## config.mk

```make
export PLATFORM = sky130hd
export DESIGN_NAME = mb_alu_seq
export DESIGN_NICKNAME = d
export VERILOG_FILES = /design/src/rtl/mb_alu_seq_pkg.sv /design/src/rtl/mb_lane_mux.sv /design/src/rtl/mb_alu_seq.sv
export SDC_FILE = /design/constraint.sdc
export NUM_CORES = 1
export LEC_CHECK = 0
export ABC_AREA = 1
export CAP_MARGIN = 20
export CORE_ASPECT_RATIO = 1.2
export CORE_MARGIN = 3
export CORE_UTILIZATION = 56
export CTS_BUF_LIST = sky130_fd_sc_hd__clkbuf_4 sky130_fd_sc_hd__clkbuf_8 sky130_fd_sc_hd__clkbuf_16
export DETAILED_ROUTE_END_ITERATION = 7
export DONT_BUFFER_PORTS = 1
export PLACE_DENSITY_LB_ADDON = 0.3
export RECOVER_POWER = 50
export SYNTH_ARGS = -nofsm -noshare
export SYNTH_HDL_FRONTEND = slang
export SYNTH_SLANG_ARGS = --single-unit
export TNS_END_PERCENT = 50
```

## constraint.sdc

```tcl
create_clock -name Clk -period 1.4 [get_ports Clk]
set_clock_uncertainty 0.1 [all_clocks]
set_input_delay 0.14 -clock Clk [delete_from_list [all_inputs] [get_ports Clk]]
set_output_delay 0.14 -clock Clk [all_outputs]
set_load 0.005 [all_outputs]
```

## src/rtl/mb_alu_seq_pkg.sv

```systemverilog
// Shared definitions for the multi-byte ALU sequencer.
//   op_mne     : opcode set of the shared W-bit combinational ALU
//   mb_op_t    : wide operations accepted by mb_alu_seq
//   mb_state_t : sequencer FSM states
// Optional feature macro: MB_ALU_SEQ_CMP_EN adds MB_CMP (subtract, flags only).
package mb_alu_seq_pkg;

    typedef enum logic [2:0] {
        CLR = 3'd0,
        ADD = 3'd1,
        SUB = 3'd2,
        AND = 3'd3,
        OR  = 3'd4,
        XOR = 3'd5,
        LSH = 3'd6,
        RSH = 3'd7
    } op_mne;

    typedef enum logic [2:0] {
        MB_ADD = 3'd0,
        MB_SUB = 3'd1,
        MB_LSH = 3'd2,
        MB_RSH = 3'd3,
        MB_AND = 3'd4,
        MB_OR  = 3'd5,
        MB_XOR = 3'd6
`ifdef MB_ALU_SEQ_CMP_EN
        ,MB_CMP = 3'd7
`endif
    } mb_op_t;

    typedef enum logic [1:0] {
        IDLE = 2'd0,
        RUN  = 2'd1,
        DONE = 2'd2
    } mb_state_t;

    // Ops whose final lane SC bit is reported on CarryOut; everything else reports 0.
    function automatic logic op_has_carry(input mb_op_t op);
        case (op)
            MB_ADD, MB_SUB, MB_LSH, MB_RSH: return 1'b1;
`ifdef MB_ALU_SEQ_CMP_EN
            MB_CMP:                         return 1'b1;
`endif
            default:                        return 1'b0;
        endcase
    endfunction

endpackage

```

## src/rtl/mb_lane_mux.sv

```systemverilog
// Lane selector: returns lane sel (W bits) of a packed NB*W vector, lane 0 = LSBs.
//   vec  : packed NB*W input vector
//   sel  : lane index, 0..NB-1
//   lane : selected W-bit lane
module mb_lane_mux #(
    parameter int unsigned W  = 8,
    parameter int unsigned NB = 2
) (
    input  logic [NB*W-1:0]         vec,
    input  logic [$clog2(NB)-1:0]   sel,
    output logic [W-1:0]            lane
);

    always_comb begin
        lane = vec[sel*W +: W];
    end

endmodule

```

## src/rtl/mb_alu_seq.sv

```systemverilog
// Multi-byte operation sequencer for a shared W-bit combinational ALU.
// Latches an NB*W-bit operation on Start/Ready, then drives the ALU one lane per
// cycle, chaining the shift/carry bit between lanes, and assembles Result/flags.
// Ports:
//   Clk, Reset_n            : clock, asynchronous active-low reset
//   Start, Op, OpA, OpB,    : request (sampled only while Ready=1)
//   ShiftIn                 : fill bit for shifts
//   Ready, Done             : idle indicator, one-cycle completion pulse
//   Result, CarryOut,       : assembled result and flags (held until next op)
//   ZeroOut
//   AluA, AluB, AluOp,      : drive to the external ALU
//   AluSCin
//   AluOut, AluSCout        : response from the external ALU
// Optional feature macro: MB_ALU_SEQ_CMP_EN (adds MB_CMP: flags only, Result kept).
module mb_alu_seq
    import mb_alu_seq_pkg::*;
#(
    parameter int unsigned W  = 8,
    parameter int unsigned NB = 2
) (
    input  logic            Clk,
    input  logic            Reset_n,
    input  logic            Start,
    input  mb_op_t          Op,
    input  logic [NB*W-1:0] OpA,
    input  logic [NB*W-1:0] OpB,
    input  logic            ShiftIn,
    output logic            Ready,
    output logic            Done,
    output logic [NB*W-1:0] Result,
    output logic            CarryOut,
    output logic            ZeroOut,
    output logic [W-1:0]    AluA,
    output logic [W-1:0]    AluB,
    output op_mne           AluOp,
    output logic            AluSCin,
    input  logic [W-1:0]    AluOut,
    input  logic            AluSCout
);

    localparam int unsigned CntW = $clog2(NB);
    localparam logic [CntW-1:0] LastLane = CntW'(NB - 1);

    mb_state_t       state_q, state_d;
    logic [CntW-1:0] cnt_q, cnt_d;
    mb_op_t          op_q, op_d;
    logic [NB*W-1:0] a_q, a_d;
    logic [NB*W-1:0] b_q, b_d;
    logic            shin_q, shin_d;
    logic            carry_q, carry_d;
    logic [NB*W-1:0] result_q, result_d;
    logic            carry_out_q, carry_out_d;
    logic            zero_q, zero_d;
    // Running "all lanes so far were zero"; lets MB_CMP report ZeroOut without touching Result.
    logic            zacc_q, zacc_d;

    logic [CntW-1:0] lane_idx;
    logic [W-1:0]    a_lane;
    logic [W-1:0]    b_lane;
    logic            first_lane;
    logic            write_result;

    // MB_RSH walks MSB lane first so the shifted-out bit travels downward.
    always_comb begin
        lane_idx   = (op_q == MB_RSH) ? (LastLane - cnt_q) : cnt_q;
        first_lane = (cnt_q == '0);
    end

    mb_lane_mux #(
        .W  (W),
        .NB (NB)
    ) u_mux_a (
        .vec  (a_q),
        .sel  (lane_idx),
        .lane (a_lane)
    );

    mb_lane_mux #(
        .W  (W),
        .NB (NB)
    ) u_mux_b (
        .vec  (b_q),
        .sel  (lane_idx),
        .lane (b_lane)
    );

    // ALU drive, purely from registered state.
    always_comb begin
        AluOp   = CLR;
        AluA    = '0;
        AluB    = '0;
        AluSCin = 1'b0;
        if (state_q == RUN) begin
            AluA = a_lane;
            case (op_q)
                MB_ADD: begin
                    AluOp   = ADD;
                    AluB    = b_lane;
                    AluSCin = first_lane ? 1'b0 : carry_q;
                end
`ifdef MB_ALU_SEQ_CMP_EN
                MB_SUB, MB_CMP: begin
`else
                MB_SUB: begin
`endif
                    // A + ~B + 1: the ALU SUB opcode has no carry-in, so it cannot chain.
                    AluOp   = ADD;
                    AluB    = ~b_lane;
                    AluSCin = first_lane ? 1'b1 : carry_q;
                end
                MB_LSH: begin
                    AluOp   = LSH;
                    AluSCin = first_lane ? shin_q : carry_q;
                end
                MB_RSH: begin
                    AluOp   = RSH;
                    AluSCin = first_lane ? shin_q : carry_q;
                end
                MB_AND: begin
                    AluOp = AND;
                    AluB  = b_lane;
                end
                MB_OR: begin
                    AluOp = OR;
                    AluB  = b_lane;
                end
                MB_XOR: begin
                    AluOp = XOR;
                    AluB  = b_lane;
                end
                default: begin
                    // Unknown encoding: AND with zero forces a zero result.
                    AluOp = AND;
                    AluB  = '0;
                end
            endcase
        end
    end

`ifdef MB_ALU_SEQ_CMP_EN
    assign write_result = (op_q != MB_CMP);
`else
    assign write_result = 1'b1;
`endif

    // Next-state and datapath update.
    always_comb begin
        state_d     = state_q;
        cnt_d       = cnt_q;
        op_d        = op_q;
        a_d         = a_q;
        b_d         = b_q;
        shin_d      = shin_q;
        carry_d     = carry_q;
        result_d    = result_q;
        carry_out_d = carry_out_q;
        zero_d      = zero_q;
        zacc_d      = zacc_q;
        case (state_q)
            IDLE: begin
                if (Start) begin
                    op_d    = Op;
                    a_d     = OpA;
                    b_d     = OpB;
                    shin_d  = ShiftIn;
                    cnt_d   = '0;
                    carry_d = 1'b0;
                    zacc_d  = 1'b1;
                    state_d = RUN;
                end
            end
            RUN: begin
                carry_d = AluSCout;
                zacc_d  = zacc_q & (AluOut == '0);
                if (write_result) begin
                    result_d[lane_idx*W +: W] = AluOut;
                end
                if (cnt_q == LastLane) begin
                    carry_out_d = op_has_carry(op_q) ? AluSCout : 1'b0;
                    zero_d      = zacc_q & (AluOut == '0);
                    state_d     = DONE;
                end else begin
                    cnt_d = cnt_q + 1'b1;
                end
            end
            DONE: begin
                state_d = IDLE;
            end
            default: begin
                state_d = IDLE;
            end
        endcase
    end

    always_ff @(posedge Clk or negedge Reset_n) begin
        if (!Reset_n) begin
            state_q     <= IDLE;
            cnt_q       <= '0;
            op_q        <= MB_ADD;
            a_q         <= '0;
            b_q         <= '0;
            shin_q      <= 1'b0;
            carry_q     <= 1'b0;
            result_q    <= '0;
            carry_out_q <= 1'b0;
            zero_q      <= 1'b1;
            zacc_q      <= 1'b1;
        end else begin
            state_q     <= state_d;
            cnt_q       <= cnt_d;
            op_q        <= op_d;
            a_q         <= a_d;
            b_q         <= b_d;
            shin_q      <= shin_d;
            carry_q     <= carry_d;
            result_q    <= result_d;
            carry_out_q <= carry_out_d;
            zero_q      <= zero_d;
            zacc_q      <= zacc_d;
        end
    end

    assign Ready    = (state_q == IDLE);
    assign Done     = (state_q == DONE);
    assign Result   = result_q;
    assign CarryOut = carry_out_q;
    assign ZeroOut  = zero_q;

endmodule

```

==> metrics.md, run 1 <==
| Metric | Value |
|---|---|
| Max Clk Rate | `522 MHz` |
| Setup slack, reg-to-reg | `-110 ps` |
| Maximum vdd drop | `0.00182 V` |
| Clock Latency Late Sink | `340 ps` |
| Setup CP Type | `reg2out` |
| GPL Wtd Cong | `0.800` |
| Commonest non-fill, non-tap cells in the layout | `nand2_1 (94), dfrtp_1 (52), dlygate4sd3_1 (45)` |
| Iter 0 DRT Violations | `282` |
| Share of post-route cells with drive strength above 1 | `31.3%` |
| Vias/cell | `5.98` |
| Area Overhead vs Synth | `48.6%` |
| Slowest cell on crit path | `dfrtp_2` |
| Critical path buffers and inverters | `1` |
| Fin worst setup slack | `-516 ps` |
| # rows | `27` |
| Netlist cell types | `25` |
| Die W | `70.6 microns` |
| Synth Net Count | `387` |
| Cell depth of the worst flop-to-flop path | `8` |
| Clock transition at the registers of the reported paths | `70 ps` |
| Synth warn | `0` |
| Tmin final | `1920 ps` |
| Synth area leaders | `dfrtp_1 (51%), nand2_1 (13%), o21ai_0 (6.8%), inv_1 (5.6%), nand3_1 (5.4%)` |
| Cell family with most CP delay | `simple AND/OR/NAND/NOR gates` |
| Initial antenna violation count | `0` |
| Sequential area share after synthesis | `52.8%` |
| WL final | `9900 microns` |
| Mapped cell area | `2800 sq um` |
| CP max FO | `8` |
| RSZ-0062 raised after global routing | `yes` |
| Antenna cells | `0` |
| First-pass GRT wire length | `13,200 microns` |
| Vias post-DR | `2,890` |
| Number of top-level pins | `88` |
| DP HPWL | `4420 microns` |
| Final Slew Violations | `0` |
| R2r endpoint | `ZeroOut` |
| Filler cell count | `192` |
| Core area | `4700 sq um` |
| Leak pwr | `1.97 nW` |
| Overall Power | `10.6 mW` |
| Post-DR wirelength/cell | `20.5 microns` |
| CP required | `1160 ps` |
| Element type at the critical path start | `flop` |
| I/O Buffers | `0` |
| Fin nets | `468` |
| Die area | `5890 sq um` |
| Hold WC Path Type | `in2async` |
| Pwr dens | `2540 nW/um^2` |
| Maximum clock path buffer count | `2` |
| Drt drc | `0` |
| Reg2Reg Launch Point | `state_q[1]` |
| Largest net degree at the start of global routing | `60` |
| Grt total ovfl | `0` |
| Setup TNS | `-9310 ps` |
| Status | `finished with violations` |
| Final setup viols | `46` |
| Top-area cell type share of the netlist area | `50.9%` |
| Num CTS Buffers | `9` |
| Met2 wire len | `4970 microns` |
| Clock Sinks | `59` |
| Worst Max-Slew Pin Slew | `331 ps` |
| Critical Path End Type | `primary output` |
| Die Y-Extent | `83.5 microns` |
| Most common cell after layout, fill and taps aside | `nand2_1` |
| Max_cap viols | `0` |
| Critical Path, Cell by Cell | `buf_6 -> nand3_2 -> nand2_4 -> nor2_4 -> nand3_1 -> nand2_1 -> nor2_2` |
| Routed wire length on met3 | `936 microns` |
| Rel. slew slack | `77.8%` |
| Final Hold Viols | `59` |
| Failing checks | `negative hold slack, negative setup slack` |
| Highest routed layer | `met4` |
| Fin Hold WS | `-614 ps` |
| Overall fraction of global-route tracks in use | `28.5%` |
| # H-tree levels | `3` |
| CTS root buf | `clkbuf_8` |
| Crit share post-route | `137%` |
| DRT met1 WL | `3510 microns` |
| DRT antenna net count | `0` |
| Worst slack at placement | `-141 ps` |
| Syn_area_per_cell | `8.26 sq um` |
| Hold buffer count at cts | `45` |
| Synth area leader | `dfrtp_1` |
| Seq cells post-synth | `59` |
| Initial cell density of the core | `59.7%` |
| CTS tree | `built` |
| Synthesized instance count | `339` |
| Vias in the first global route | `2,786` |
| CP arrival | `1680 ps` |
| Initial DRT Pass Iterations | `5` |
| CP peak stage delay | `480 ps` |
==> metrics by stage <==
step | util, % | cell area, sq um | cells
final | 88.6 | 4160 | 483
after global routing | 88.6 | 4160 | 483
after CTS | 84.9 | 3990 | 479
after detailed placement | 64.8 | 3040 | 408
after global placement | 64.8 | 3040 | 408
after floorplan | - | 2830 | 339
==> logic make-up after synthesis <==
kind of cell,count (synthesis),share of synthesized area (%)
and+or+nand+nor,154,24.5
AOI/OAI and AO/OA,67,13.2
DFF,59,52.8
buffers and inverters,59,9.56
==> cells in the mapped netlist <==
| library cell | instances |
|---|---|
| inv_2 | 1 |
| buf_4 | 1 |
| nand4_1 | 1 |
| nor2_1 | 15 |
| nand4_4 | 1 |
| o21ai_1 | 11 |
| buf_6 | 3 |
| dfstp_2 | 2 |
| nand2_1 | 98 |
| dfrtp_1 | 57 |
| buf_8 | 1 |
| buf_2 | 7 |
| nand2_4 | 5 |
| clkbuf_1 | 4 |
| o211a_1 | 1 |
| nor2_2 | 2 |
| o31ai_1 | 1 |
| inv_1 | 42 |
| nand3_1 | 30 |
| a311oi_1 | 1 |
| o21ai_2 | 6 |
| nand3_2 | 1 |
| nor3_1 | 1 |
| a21oi_1 | 9 |
| o21ai_0 | 38 |
==> timing repair <==
action,in CTS,in global routing
pin swaps,16,10
gates resized for setup,57,33
gates cloned,0,2
setup endpoints to repair,37,78
setup buffers,10,4
endpoints found under the hold margin,115,59
==> layer usage <==
metal / up-vias / GRT usage [%]
met5: - / 0
met4: 0 / 14.2
met3: 47 / 7.83
met2: 206 / 47.0
met1: 1394 / 34.0
li1: 1243 / -
==> worst max path at each step <==
stage,startpoint,endpoint,slack (ps),depth (start not counted)
4_1_cts,op_q[2],AluB[1],-380,7
2_1_floorplan,op_q[2],AluB[0],-70,9
3_5_place_dp,op_q[2],AluB[4],-140,7
3_3_place_gp,op_q[1],AluB[4],-100,7
5_1_grt,op_q[2],AluB[5],-560,7
6_report,op_q[1],AluB[5],-520,7
==> cell type report <==
class                           instances  area, sq um  share of cell area [%]
Multi-Input combinational cell        221         1320                    31.6
Timing Repair Buffer                   86          900                    21.6
Sequential cell                        59         1490                    35.7
Inverter                               43          174                    4.18
Tap cell                               58         72.6                    1.74
Clock buffer                           14          180                    4.33
Clock inverter                          2         35.0                   0.842
==> power by group <==
| group | switching [mW] | total (mW) | internal, mW | leakage, nW |
|---|---|---|---|---|
| clock network | 0.677 | 1.68 | 1.01 | 0.114 |
| registers | 0.571 | 3.12 | 2.55 | 0.718 |
| logic | 3.44 | 5.79 | 2.35 | 1.14 |
| total | 4.68 | 10.6 | 5.91 | 1.97 |
==> registers in the layout, summed over array words and instances (netlist names) <==
signal	flops
op_q	3
CarryOut	1
b_q	16
a_q	16
zacc_q	1
carry_q	1
Result	16
shin_q	1
cnt_q	1
ZeroOut	1
state_q	2
(Power assumes the default switching activity.)
==> inputs of run 2 (changes only) <==
--- a/config.mk
+++ b/config.mk
@@ -13,6 +13,7 @@
 export CTS_BUF_LIST = sky130_fd_sc_hd__clkbuf_4 sky130_fd_sc_hd__clkbuf_8 sky130_fd_sc_hd__clkbuf_16
 export DETAILED_ROUTE_END_ITERATION = 7
 export DONT_BUFFER_PORTS = 1
+export GPL_TIMING_DRIVEN = 0
 export PLACE_DENSITY_LB_ADDON = 0.3
 export RECOVER_POWER = 50
 export SYNTH_ARGS = -nofsm -noshare
==> metrics.md, run 2 <==
| Metric | Value |
|---|---|
| Status | `did not finish` |
| Last stage reached | `5_1_grt` |
| Log Error | `[ERROR DPL-0033] detailed placement checks failed during check placement.` |
| Number of top-level pins | `88` |
| Initial antenna violation count | `0` |
| Synth async-reset ratio | `100%` |
| Top-area cell type share of the netlist area | `50.9%` |
| Mux share of post-synthesis cell area | `0%` |
| CTS root buf | `clkbuf_8` |
| Synth Area in XOR/XNOR | `0%` |
| Compound-Gate Fraction of Synth Area | `13.2%` |
| Sequential area share after synthesis | `52.8%` |
| Number of flops mapped to enable cells by yosys | `0` |
| Num CTS Buffers | `9` |
| Worst_ep grt | `AluB[1]` |
| Synth area leaders | `dfrtp_1 (51%), nand2_1 (13%), o21ai_0 (6.8%), inv_1 (5.6%), nand3_1 (5.4%)` |
| # H-tree levels | `3` |
| Die W | `70.6 microns` |
| Worst ep type | `top-level output` |
| Clock Sinks | `59` |
| GPL Wtd Cong | `0.775` |
| Synthesized instance count | `339` |
| Die Y-Extent | `83.5 microns` |
| Seq cells post-synth | `59` |
| Initial cell density of the core | `59.7%` |
| Largest family of logic cells by synthesized area | `simple AND/OR/NAND/NOR gates` |
| # rows | `27` |
| I/O Buffers | `0` |
| Most frequent cell after synthesis | `nand2_1` |
| Most used DFF post-synth | `dfrtp_1` |
| Synth top cells by count | `nand2_1 (98), dfrtp_1 (57), inv_1 (42), o21ai_0 (38), nand3_1 (30)` |
| DP HPWL | `4670 microns` |
| Largest net degree at the start of global routing | `60` |
| Adder-cell share of the synthesized area | `0%` |
| Synth area leader | `dfrtp_1` |
| Mapped cell area | `2800 sq um` |
| Maximum clock path buffer count | `2` |
| Post-Synth Simple-Gate Area | `24.5%` |
| Netlist cell types | `25` |
| Syn_area_per_cell | `8.26 sq um` |
| Synth Net Count | `387` |
| Synth warn | `0` |
## run 2: cell counts after synthesis
Identical to the previous run, type by type.
## run 2: logic make-up after synthesis
family / after synthesis
AOI/OAI and AO/OA: 67
buffers and inverters: 59
DFF: 59
and+or+nand+nor: 154
## run 2: metrics by stage
| step | TNS, ps | hold WS, ps | instance area [sq um] | setup slack, ps | instances |
|---|---|---|---|---|---|
| 2_1_floorplan | -406 | -256 | 2830 | -66.1 | 339 |
| 3_3_place_gp | -14330 | -254 | 2900 | -336 | 397 |
| 3_5_place_dp | -15550 | -254 | 2900 | -355 | 397 |
| 4_1_cts | -8200 | -619 | 3940 | -424 | 472 |
## run 2: what timing repair did
action	4_1_cts
resized for setup	69
endpoints found under the setup margin	75
cloned	0
endpoints found under the hold margin	115
setup buffers	14
hold buffers	46
pin swaps	13
==> inputs of run 3 (changes only) <==
--- a/config.mk
+++ b/config.mk
@@ -7,14 +7,12 @@
 export LEC_CHECK = 0
 export ABC_AREA = 1
 export CAP_MARGIN = 20
-export CORE_ASPECT_RATIO = 1.2
 export CORE_MARGIN = 3
-export CORE_UTILIZATION = 56
-export CTS_BUF_LIST = sky130_fd_sc_hd__clkbuf_4 sky130_fd_sc_hd__clkbuf_8 sky130_fd_sc_hd__clkbuf_16
+export CORE_UTILIZATION = 40
 export DETAILED_ROUTE_END_ITERATION = 7
 export DONT_BUFFER_PORTS = 1
 export GPL_TIMING_DRIVEN = 0
-export PLACE_DENSITY_LB_ADDON = 0.3
+export PLACE_DENSITY_LB_ADDON = 0.15
 export RECOVER_POWER = 50
 export SYNTH_ARGS = -nofsm -noshare
 export SYNTH_HDL_FRONTEND = slang
==> constraint.sdc (replaced) <==
create_clock -name Clk -period 1.82 [get_ports Clk]
set_clock_uncertainty 0.1 [all_clocks]
set_input_delay 0.182 -clock Clk [delete_from_list [all_inputs] [get_ports Clk]]
set_output_delay 0.182 -clock Clk [all_outputs]
set_load 0.005 [all_outputs]
==> metrics.md, run 3 (same netlist as run 1, synthesis figures left out) <==
| Metric | Value |
|---|---|
| Status | `finished with violations` |
| Failing checks | `negative setup slack` |
| RSZ-0062 raised after global routing | `yes` |
| Comb pwr share | `50.9%` |
| Crit share post-route | `104%` |
| Rel. slew slack | `46.3%` |
| Clock transition at the registers of the reported paths | `60 ps` |
| Die Y-Extent | `89.7 microns` |
| CTS tree | `built` |
| CP max FO | `8` |
| Sequential share of power | `30.2%` |
| Worst slack at placement | `53.9 ps` |
| Area Overhead vs Synth | `47.3%` |
| Critical Path Start | `op_q[2]` |
| Most common cell after layout, fill and taps aside | `nand2_1` |
| I/O Buffers | `0` |
| Worst Max-Slew Pin Slew | `805 ps` |
| Commonest non-fill, non-tap cells in the layout | `nand2_1 (88), dfrtp_1 (54), dlygate4sd3_1 (48)` |
| Iter 0 DRT Violations | `98` |
| Hold WC Path Type | `in2reg` |
| Critical Path Sink | `AluB[5]` |
| Die W | `89.7 microns` |
| Max_cap viols | `0` |
| Final setup viols | `16` |
| Grt total ovfl | `0` |
| Post-DR wirelength/cell | `14.9 microns` |
| Antenna cells | `0` |
| Maximum vdd drop | `0.000883 V` |
| Final Slew Violations | `0` |
| WL final | `7590 microns` |
| Fin worst setup slack | `-81.7 ps` |
| # rows | `29` |
| Initial DRT Pass Iterations | `4` |
| Number of top-level pins | `88` |
| Cell depth of the worst flop-to-flop path | `7` |
| Initial cell density of the core | `42.7%` |
| Initial antenna violation count | `0` |
| CTS root buf | `clkbuf_8` |
| Reg2Reg Launch Point | `state_q[0]` |
| Final Hold Viols | `0` |
| Setup slack, reg-to-reg | `230 ps` |
| DP HPWL | `4930 microns` |
| DRT antenna net count | `0` |
| Int Pwr | `4.54 mW` |
| Leak pwr | `1.94 nW` |
| CP arrival | `1620 ps` |
| Vias/cell | `4.90` |
| Die area | `8040 sq um` |
| Vias post-DR | `2,493` |
| Share of post-route cells with drive strength above 1 | `28.1%` |
| Maximum clock path buffer count | `2` |
| Critical Path End Type | `primary output` |
| Setup TNS | `-734 ps` |
| GPL Wtd Cong | `0.804` |
| Core area | `6570 sq um` |
| Clock share of power | `18.9%` |
| Vias in the first global route | `2,497` |
| First-pass GRT wire length | `12,200 microns` |
| Largest net degree at the start of global routing | `60` |
| Filler cell count | `569` |
| Overall fraction of global-route tracks in use | `20.5%` |
| R2r endpoint | `b_q[12]` |
| Tmin final | `1900 ps` |
| Clock Sinks | `59` |
| Max Clk Rate | `526 MHz` |
| Clock Latency Late Sink | `330 ps` |
| Setup CP Type | `reg2out` |
| Fin nets | `459` |
| CP required | `1540 ps` |
| Sw Share | `41.5%` |
| Area occupied by multi-input gates | `1330 sq um` |
| P_sw | `3.21 mW` |
| Register area | `1480 sq um` |
| Pwr dens | `1880 nW/um^2` |
| Num CTS Buffers | `9` |
| Element type at the critical path start | `flop` |
| Drt drc | `0` |
| Final Util | `62.9%` |
| # H-tree levels | `3` |
==> run 3: cell type report <==
| type | instances | share of cell area [%] |
|---|---|---|
| clock inverters | 4 | 2.39 |
| clock buffers | 12 | 3.52 |
| flip-flops and latches | 59 | 35.9 |
| inverters | 43 | 4.15 |
| repair buffers | 62 | 15.8 |
| well taps | 93 | 2.82 |
| plain buffers | 15 | 3.15 |
| multi-input cells | 221 | 32.3 |
==> run 3: power by group through the flow <==
stage	Sequential (mW)	Combinational (mW)	Clock [mW]
3_5_place_dp	2.30	2.63	0
3_3_place_gp	2.28	2.59	0
4_1_cts	2.33	3.56	1.49
6_report	2.34	3.94	1.46
2_1_floorplan	2.21	2.08	0
5_1_grt	2.42	4.36	1.58
==> run 3: worst min-delay path by stage <==
stage / start / to / cells past startpoint
3_3_place_gp: Reset_n / Result[4] / 0
4_1_cts: Start / carry_q / 3
6_report: Start / carry_q / 3
5_1_grt: Start / carry_q / 3
2_1_floorplan: Reset_n / CarryOut / 0
3_5_place_dp: Reset_n / Result[1] / 0
==> run 3: repair_timing <==
action / 4_1_cts / 5_1_grt
hold buffers: 49 / 0
cloned: 1 / 0
buffers inserted: 7 / 5
setup endpoints to repair: 20 / 56
endpoints found under the hold margin: 115 / 0
resized for setup: 62 / 36
pin swaps: 14 / 8
==> run 3: routing by layer <==
layer	up-vias	wire, microns	track usage, %
met5	-	0	0
met3	15	319	4.84
met1	1186	3350	25.9
met4	0	187	9.88
met2	67	3740	32.9
li1	1225	-	-
==> run 3: worst max-delay path: stages, from the launching register on <==
cell     delay, ps
dfrtp_1        370
buf_6          140
buf_6          120
nand3_2         70
nand2_2         80
nor2_4         260
nand3_1        120
nand2_1         80
nor2_2          50
==> run 3: stage by stage <==
step	power [mW]	hold WS, ps	std cells	instance area (sq um)
after floorplan	4.30	-214	339	2800
after global placement	4.87	-212	432	2920
after detailed placement	4.94	-212	432	2920
after CTS	7.39	1.87	504	3990
after global routing	8.36	38.7	509	4130
final	7.75	20.0	509	4130
==> inputs of run 4 (changes only) <==
--- a/config.mk
+++ b/config.mk
@@ -6,8 +6,7 @@
 export NUM_CORES = 1
 export LEC_CHECK = 0
 export ABC_AREA = 1
-export CAP_MARGIN = 20
-export CORE_MARGIN = 3
+export CORE_MARGIN = 2
 export CORE_UTILIZATION = 40
 export DETAILED_ROUTE_END_ITERATION = 7
 export DONT_BUFFER_PORTS = 1
==> metrics.md, run 4 (same netlist as run 1, synthesis figures left out) <==
| Metric | Value |
|---|---|
| Status | `finished with violations` |
| Failing checks | `negative setup slack` |
| Leak pwr | `1.90 nW` |
| Hold path depth | `5` |
| First-pass GRT wire length | `12,800 microns` |
| CTS tree | `built` |
| Critical Path Sink | `AluB[7]` |
| Most common cell after layout, fill and taps aside | `nand2_1` |
| Post-DR wirelength/cell | `15.9 microns` |
| Cell depth of the worst flop-to-flop path | `6` |
| Die W | `87.7 microns` |
| Hold WC Path Type | `in2reg` |
| Drt drc | `0` |
| Final Hold Viols | `0` |
| Final Util | `59.1%` |
| Sequential share of power | `31.4%` |
| # rows | `30` |
| Element type at the critical path start | `flop` |
| Final Slew Violations | `0` |
| CP arrival | `1610 ps` |
| Largest net degree at the start of global routing | `60` |
| RSZ-0062 raised after global routing | `yes` |
| Vias post-DR | `2,574` |
| Fin nets | `464` |
| Fin worst setup slack | `-69.3 ps` |
| Worst Max-Slew Pin Slew | `806 ps` |
| Overall fraction of global-route tracks in use | `21.9%` |
| Tmin final | `1890 ps` |
| Comb pwr share | `52.6%` |
| Initial antenna violation count | `0` |
| CTS root buf | `clkbuf_8` |
| Die Y-Extent | `87.7 microns` |
| Number of top-level pins | `88` |
| DRT antenna net count | `0` |
| P_sw | `3.17 mW` |
| R2r endpoint | `b_q[14]` |
| Critical Path End Type | `primary output` |
| Maximum vdd drop | `0.000789 V` |
| I/O Buffers | `0` |
| Setup TNS | `-397 ps` |
| Share of post-route cells with drive strength above 1 | `24.5%` |
| Reg2Reg Launch Point | `state_q[1]` |
| Critical Path Start | `op_q[2]` |
| Vias in the first global route | `2,644` |
| Initial cell density of the core | `41.2%` |
| Grt total ovfl | `0` |
| Num CTS Buffers | `9` |
| Maximum clock path buffer count | `2` |
| Max Clk Rate | `529 MHz` |
| CP max FO | `6` |
| CP required | `1540 ps` |
| Sw Share | `43.0%` |
| Setup CP Type | `reg2out` |
| # H-tree levels | `3` |
| Vias/cell | `4.98` |
| Clock Sinks | `59` |
| Setup slack, reg-to-reg | `70 ps` |
| Pwr dens | `1840 nW/um^2` |
| Rel. slew slack | `46.2%` |
| Max_cap viols | `0` |
| Antenna cells | `0` |
| Die area | `7690 sq um` |
| Int Pwr | `4.22 mW` |
| Clock transition at the registers of the reported paths | `60 ps` |
| Area Overhead vs Synth | `43.4%` |
| GPL Wtd Cong | `0.762` |
| Final setup viols | `18` |
| Core area | `6790 sq um` |
| DP HPWL | `4940 microns` |
| Iter 0 DRT Violations | `157` |
| Crit share post-route | `104%` |
| Initial DRT Pass Iterations | `4` |
| Clock share of power | `15.9%` |
| Overall Power | `7.39 mW` |
| Fin Hold WS | `297 ps` |
| Commonest non-fill, non-tap cells in the layout | `nand2_1 (91), dfrtp_1 (55), dlygate4sd3_1 (49)` |
| WL final | `8220 microns` |
| Clock Latency Late Sink | `330 ps` |
-- run 4: per-layer routing --
layer,global-route usage [%],vias to the layer above,share of wire [%]
li1,-,1231,-
met1,29.7,1251,44
met2,33.9,76,48
met3,5.37,16,5.9
met4,8.39,0,2.1
met5,0,-,0
-- run 4: repair_timing --
action,in CTS,in global routing
setup endpoints to repair,19,33
cloned,2,1
pin swaps,13,14
resized for setup,48,26
hold endpoints to repair,115,0
setup buffers,12,2
hold buffers,50,0
-- run 4: worst min-delay path by stage --
stage | endpoint | slack [ps] | startpoint
2_1_floorplan | CarryOut | -210 | Reset_n
3_3_place_gp | Result[6] | -210 | Reset_n
3_5_place_dp | Result[6] | -210 | Reset_n
4_1_cts | a_q[10] | 280 | Start
5_1_grt | a_q[8] | 310 | Start
6_report | a_q[8] | 300 | Start
-- run 4: worst max-delay path, stage by stage (launching register included) --
cell and delay (ps):
dfrtp_2 450, clkinv_4 80, nand3_4 90, nand2_8 120, buf_12 120, nand3_1 130, a21oi_1 220, nor2_2 70
-- run 4: area by class of cell --
class,instances,area [sq um]
Sequential cell,59,1480
Inverter,43,166
Fill cell,608,2780
Tap cell,96,120
Clock inverter,2,35.0
Multi-Input combinational cell,221,1250
Clock buffer,14,153
Buffer,15,123
Timing Repair Buffer,67,689
-- run 4: through the flow --
| stage | instances | setup slack (ps) | instance area, sq um |
|---|---|---|---|
| 6_report | 517 | -69.3 | 4020 |
| 5_1_grt | 517 | -136 | 4020 |
| 4_1_cts | 515 | -101 | 3920 |
| 3_5_place_dp | 435 | 32.9 | 2920 |
| 3_3_place_gp | 435 | 24.1 | 2920 |
| 2_1_floorplan | 339 | 271 | 2800 |
-- run 4: power by group through the flow --
stage	sequential (mW)	combinational (mW)	clock, mW
after CTS	2.30	3.56	1.20
after detailed placement	2.31	2.65	0
after global placement	2.28	2.61	0
after floorplan	2.21	2.08	0
after global routing	2.39	4.31	1.25
final	2.32	3.89	1.18
